File: config.mk
export PLATFORM = sky130hd
export DESIGN_NAME = hub75_scan_ctrl
export DESIGN_NICKNAME = d
export VERILOG_FILES = /design/src/rtl/hub75_scan_ctrl.sv
export SDC_FILE = /design/constraint.sdc
export NUM_CORES = 1
export LEC_CHECK = 0
export ABC_CLOCK_PERIOD_IN_PS = 3600
export BUFFER_PORTS_ARGS = -buffer_cell sky130_fd_sc_hd__buf_2
export CORE_UTILIZATION = 41
export CTS_BUF_LIST = sky130_fd_sc_hd__clkbuf_16
export DETAILED_ROUTE_END_ITERATION = 16
export GPL_TIMING_DRIVEN = 0
export PLACE_DENSITY = 0.75
export SLEW_MARGIN = 25
export SYNTH_ARGS = -nofsm -noshare
export SYNTH_HDL_FRONTEND = slang
export SYNTH_SLANG_ARGS = --single-unit
File: constraint.sdc
create_clock -name clk -period 3.6 [get_ports clk]
set_input_delay 0.36 -clock clk [delete_from_list [all_inputs] [get_ports clk]]
set_output_delay 0.36 -clock clk [all_outputs]
set_load 0.05 [all_outputs]
File: src/rtl/hub75_scan_ctrl.sv
`default_nettype none
// =============================================================================
// Module   : hub75_scan_ctrl
// Purpose  : HUB75 row scan sequencer with frame-swap sync and row prefetch.
//            Define HUB75_SCAN_STALL_EN to build the stat_stall counter.
// Revision : 1.0 - initial release
// =============================================================================
module hub75_scan_ctrl #(
   parameter int    N_ROWS     = 32,
   parameter string SCAN_MODE  = "ZIGZAG",
   parameter int    LOG_N_ROWS = $clog2(N_ROWS)
) (
   input  logic                  clk,
   input  logic                  rst,
   input  logic                  ctrl_run,
   input  logic [7:0]            cfg_repeat,
   input  logic                  frame_swap,
   output logic                  frame_rdy,
   output logic                  fb_frame_swap,
   output logic [LOG_N_ROWS-1:0] fb_row_addr,
   output logic                  fb_row_load,
   input  logic                  fb_row_rdy,
   output logic                  fb_row_swap,
   output logic [LOG_N_ROWS-1:0] bcm_row,
   output logic                  bcm_row_first,
   output logic                  bcm_go,
   input  logic                  bcm_rdy,
   output logic [15:0]           stat_stall
);

   localparam logic [LOG_N_ROWS-1:0] c_last_row = LOG_N_ROWS'(N_ROWS - 1);

   typedef enum logic [2:0] {
      S_IDLE    = 3'd0,
      S_LOAD    = 3'd1,
      S_WAIT_FB = 3'd2,
      S_ISSUE   = 3'd3,
      S_DRAIN   = 3'd4
   } state_t;

   state_t                r_state, w_state_nxt;
   logic [LOG_N_ROWS-1:0] r_idx, w_idx_nxt;
   logic [LOG_N_ROWS-1:0] w_order;
   logic [LOG_N_ROWS-1:0] r_bcm_row;
   logic                  r_bcm_row_first;
   logic [7:0]            r_pass, w_pass_nxt;
   logic [7:0]            r_repeat, w_repeat_nxt;
   logic                  r_pending;
   logic                  w_bcm_latch;

   // Row order is a bit rotation of the scan index for the non-linear modes.
   generate
      if (SCAN_MODE == "LINEAR") begin : g_linear
         assign w_order = r_idx;
      end else if (SCAN_MODE == "INTERLACE") begin : g_interlace
         assign w_order = {r_idx[LOG_N_ROWS-2:0], r_idx[LOG_N_ROWS-1]};
      end else begin : g_zigzag
         assign w_order = {r_idx[0], r_idx[LOG_N_ROWS-1:1]};
      end
   endgenerate

   always_comb begin
      w_state_nxt   = r_state;
      w_idx_nxt     = r_idx;
      w_pass_nxt    = r_pass;
      w_repeat_nxt  = r_repeat;
      w_bcm_latch   = 1'b0;
      fb_frame_swap = 1'b0;
      fb_row_load   = 1'b0;
      fb_row_swap   = 1'b0;
      bcm_go        = 1'b0;
      case (r_state)
         S_IDLE: begin
            if (r_pending) begin
               fb_frame_swap = 1'b1;
            end else if (ctrl_run && fb_row_rdy) begin
               w_state_nxt  = S_LOAD;
               w_idx_nxt    = '0;
               w_pass_nxt   = 8'd0;
               w_repeat_nxt = cfg_repeat;
            end
         end
         S_LOAD: begin
            fb_row_load = 1'b1;
            w_state_nxt = S_WAIT_FB;
         end
         S_WAIT_FB: begin
            if (fb_row_rdy && bcm_rdy) begin
               w_bcm_latch = 1'b1;
               w_state_nxt = S_ISSUE;
            end
         end
         S_ISSUE: begin
            fb_row_swap = 1'b1;
            bcm_go      = 1'b1;
            if (r_idx == c_last_row) begin
               w_state_nxt = S_DRAIN;
            end else begin
               w_idx_nxt   = r_idx + 1'b1;
               w_state_nxt = S_LOAD;
            end
         end
         S_DRAIN: begin
            if (bcm_rdy) begin
               if (r_pass < r_repeat) begin
                  w_pass_nxt  = r_pass + 8'd1;
                  w_idx_nxt   = '0;
                  w_state_nxt = S_LOAD;
               end else begin
                  w_state_nxt = S_IDLE;
               end
            end
         end
         default: w_state_nxt = S_IDLE;
      endcase
   end

   // bcm_row is captured on leaving WAIT_FB so it is valid in the same cycle as bcm_go.
   always_ff @(posedge clk or posedge rst) begin
      if (rst) begin
         r_state         <= S_IDLE;
         r_idx           <= '0;
         r_pass          <= 8'd0;
         r_repeat        <= 8'd0;
         r_pending       <= 1'b0;
         r_bcm_row       <= '0;
         r_bcm_row_first <= 1'b0;
      end else begin
         r_state  <= w_state_nxt;
         r_idx    <= w_idx_nxt;
         r_pass   <= w_pass_nxt;
         r_repeat <= w_repeat_nxt;
         if (fb_frame_swap) begin
            r_pending <= 1'b0;
         end else if (frame_swap) begin
            r_pending <= 1'b1;
         end
         if (w_bcm_latch) begin
            r_bcm_row       <= w_order;
            r_bcm_row_first <= (r_idx == '0);
         end
      end
   end

   assign frame_rdy     = ~r_pending;
   assign fb_row_addr   = w_order;
   assign bcm_row       = r_bcm_row;
   assign bcm_row_first = r_bcm_row_first;

`ifdef HUB75_SCAN_STALL_EN
   logic [15:0] r_stall;

   always_ff @(posedge clk or posedge rst) begin
      if (rst) begin
         r_stall <= 16'h0000;
      end else if ((r_state == S_WAIT_FB) && bcm_rdy && !fb_row_rdy && (r_stall != 16'hFFFF)) begin
         r_stall <= r_stall + 16'h0001;
      end
   end

   assign stat_stall = r_stall;
`else
   assign stat_stall = 16'h0000;
`endif

endmodule
`default_nettype wire

==> metrics.txt <==
combined buffer and inverter count along the critical path=0; final hold violations=0; total power density per cell area=roughly 830 nW/um^2; number of setup violations in the final report=0; origin of the critical flop-to-flop path=r_pass[3]; post-route clock period utilization=between 50% and 60%; horizontal extent of the die=between 70 and 80 um; starting density of the core=between 40 and 50%; share of async-settable or async-resettable flops after synthesis=100%; WS Path Type=flip-flop to flip-flop; status=completed; detailed-router iteration count before antenna repair=4; cell count along the critical path=6; Peak supply drop=around 0.53 mV; final setup margin=about 1.7 ns; largest driver fanout on the critical path=9; via total after detailed routing=1419; first-pass GRT wire length=~6000 um; Die Outline Area=about 4900 sq um; synthesized-area fraction occupied by ao, oa, aoi and oai cells=15.3%; Max Slew Vio Count=0; count of flip-flops with a built-in enable after synthesis=0; Data arrival, critical path=2.11 ns; largest cells by area after synthesis=sky130_fd_sc_hd__dfrtp_1, sky130_fd_sc_hd__ha_1, sky130_fd_sc_hd__buf_4; dpl ws=roughly 1.7 ns; detailed-routed wire length on met2=~1700 um; global routing usage summed across all routing layers=approximately 16%; number of antenna violations at the first check in global routing=0; clock period minus final worst setup slack=between 1.5 and 2 ns; ys flop type=sky130_fd_sc_hd__dfrtp_1; Vert. Die Dim=70.4 um; clock network latency to the later pin of the worst-skew pair=about 0.28 ns; destination of the worst register-to-register timing path=r_pass[6]; drt total wl=approximately 3500 um; cts repair resizes=0; total area of sequential cells=around 780 sq um; hold buffers post-CTS=0; antenna cells=0; share of layout cells above drive strength 1=roughly 33%; top cell type by total area after synthesis=sky130_fd_sc_hd__dfrtp_1; TritonCTS buffer count=5; xor/xnor cell area share of the yosys netlist=less than 1%; row cnt=24; maximum number of buffers from clock root to sink=2; Syn. warnings=0; critical path data required time=3.77 ns; setup repair after global routing missed its margin=false; syn_area_per_cell=roughly 10 sq um; post-DP HPWL=between 2000 and 3000 um; via density per instance=just under 5; H-tree levels=2; worst-case headroom to the max-slew limit=between 50 and 60%; maximum number of pins on one net before global-route repair=32; met3 layer wire length in the routed design=a little under 200 um; Net count, final=roughly 260; number of placed instances with taps included=283; count of state elements after synthesis=31; worst clock skew on the final layout=approximately 0.0057 ns; clock sink total=31; average routed wire per standard cell=11.9 um; CP max stage cell=sky130_fd_sc_hd__o31ai_4; clock transition at the register clock pins on the worst setup and hold paths after CTS=roughly 0.050 ns; post-route met1 wirelength=roughly 1500 um; area taken by multi-input logic gates=about 980 sq um; number of instances in the synthesized netlist=187; highest cell delay on the worst timing path=between 0.4 and 0.5 ns; Adder-Cell Fraction of Synth Area=~7%; violation count after the first detailed-routing iteration=53; sequential element share of the synthesized area=40.5%; Achievable Freq=between 0.5 and 0.6 GHz; Final TNS setup=0 ns; max-capacitance violation count=0; Syn-to-layout area delta=22.5%; top cell type's share of synthesized area=40.5%; fillcell total=400; non-filler cells in the finished layout=approximately 290; Post-DRT Antenna Nets=0; reg2reg setup slack=about 1.7 ns; main combinational cell family by area after synthesis=simple AND/OR/NAND/NOR gates; PnR Total Power=slightly below 2 mW; multiplexer area fraction after synthesis=under 10%; Netlist cell types=45; # DRC=0; element type at the critical path start=flip-flop; setup fix buffers added after clock tree synthesis=0; start point of the critical path=r_pass[3]; # IOs=46; final weighted congestion of routability-driven global placement=about 0.8; clock root buffer master=sky130_fd_sc_hd__clkbuf_16; GRT overflow=0; total leakage power=between 1 and 1.5 nW; Min-Delay Path Class=primary input to asynchronous set/reset pin; endpoint of the most critical setup path=r_pass[6]; transition at the pin with the smallest max-transition slack=0.656 ns; via count of the first global-routing pass=roughly 1300; post-synth design cell area=about 1900 sq um; Crit path max-delay family=compound AO/OA/AOI/OAI gates; length in cells of the worst reg-to-reg path=6; highest routed layer=met4; TritonCTS clock tree=built; core region area=between 4000 and 5000 sq um; Crit. End Element=flip-flop; Synth Area in Simple Gates=about 16%; cell-by-cell trace of the critical path=ha_1 > o21a_1 > nor2_1 > o31ai_4 > nand2_1 > a32o_1; number of I/O port buffers=29
[cells in the mapped netlist, types with 2 or more instances]
| master | n |
|---|---|
| sky130_fd_sc_hd__a21o_1 | 2 |
| sky130_fd_sc_hd__a21oi_1 | 9 |
| sky130_fd_sc_hd__a31oi_1 | 2 |
| sky130_fd_sc_hd__a32o_1 | 2 |
| sky130_fd_sc_hd__and3_1 | 2 |
| sky130_fd_sc_hd__buf_2 | 3 |
| sky130_fd_sc_hd__buf_4 | 18 |
| sky130_fd_sc_hd__buf_6 | 2 |
| sky130_fd_sc_hd__dfrtp_1 | 31 |
| sky130_fd_sc_hd__ha_1 | 11 |
| sky130_fd_sc_hd__inv_1 | 12 |
| sky130_fd_sc_hd__mux2_2 | 10 |
| sky130_fd_sc_hd__mux2i_1 | 5 |
| sky130_fd_sc_hd__nand2_1 | 20 |
| sky130_fd_sc_hd__nand2b_1 | 6 |
| sky130_fd_sc_hd__nand3_1 | 2 |
| sky130_fd_sc_hd__nand4_1 | 2 |
| sky130_fd_sc_hd__nor2_1 | 9 |
| sky130_fd_sc_hd__nor2b_1 | 3 |
| sky130_fd_sc_hd__o21a_1 | 2 |
| sky130_fd_sc_hd__o21ai_0 | 8 |
| sky130_fd_sc_hd__o21ai_1 | 3 |
[cells in the final DEF (no fill, tap or decap), types with 3 or more instances in the layout]
master,instances
sky130_fd_sc_hd__nor2_1,9
sky130_fd_sc_hd__mux2i_1,5
sky130_fd_sc_hd__dfrtp_1,31
sky130_fd_sc_hd__mux2_2,10
sky130_fd_sc_hd__clkbuf_16,5
sky130_fd_sc_hd__o21ai_1,3
sky130_fd_sc_hd__nand2b_1,6
sky130_fd_sc_hd__conb_1,16
sky130_fd_sc_hd__buf_2,32
sky130_fd_sc_hd__o21ai_0,8
sky130_fd_sc_hd__ha_1,11
sky130_fd_sc_hd__buf_4,18
sky130_fd_sc_hd__nor2b_1,3
sky130_fd_sc_hd__a21oi_1,9
sky130_fd_sc_hd__inv_1,11
sky130_fd_sc_hd__nand2_1,20
[registers in the layout, indices dropped and copies added (netlist names)]
register and cells:
r_pass 8, r_repeat 8, bcm_row 5, r_idx 5, r_state 3, bcm_row_first 1, r_pending 1
[how the worst min path moves through the flow]
stage | startpoint | endpoint | slack, ns | depth (start not counted)
global placement | bcm_row[0] | bcm_row[0] | 0.46 | 2
detailed placement | bcm_row[4] | bcm_row[4] | 0.47 | 2
CTS | rst | r_pass[6] | 0.20 | 2
floorplan | rst | bcm_row[0] | 0.46 | 1
finish | rst | bcm_row[1] | 0.18 | 2
global route | rst | r_idx[0] | 0.23 | 2
[layout make-up]
cell class	count	area share, %
Sequential cell	31	33.1
Clock buffer	5	5.33
Buffer	23	7.36
Tap cell	52	2.77
Clock inverter	3	1.65
Timing Repair Buffer	29	6.19
Multi-Input combinational cell	136	41.7
Inverter	12	1.92
[power by group]
group          switching, mW  internal, mW
logic                  0.597         0.296
registers              0.103         0.477
clock network          0.145         0.322
[per-stage QoR]
step | instance area (sq um) | utilization, % | hold WS [ns]
global route | 2350 | 53.1 | 0.230
CTS | 2350 | 53.1 | 0.204
floorplan | 1970 | - | 0.464
global placement | 2180 | 49.4 | 0.455
finish | 2350 | 53.1 | 0.175
detailed placement | 2180 | 49.4 | 0.471
[cells by family (layout without fill, tap and decap cells)]
kind of cell    after synthesis  count (layout)
fa+ha+maj                    11              11
flops                        31              31
compound gates               38              38
mux                          15              15
simple gates                 55              55
buf+inv                      35              72
other cells                   1              16
xor+xnor                      1               1
[routing by layer]
metal,vias to the layer above,GRT usage (%)
met4,0,5.56
met3,4,6.93
li1,727,-
met1,642,18.8
met5,-,0
met2,46,25.0
Power figures use the tool's default switching activity.
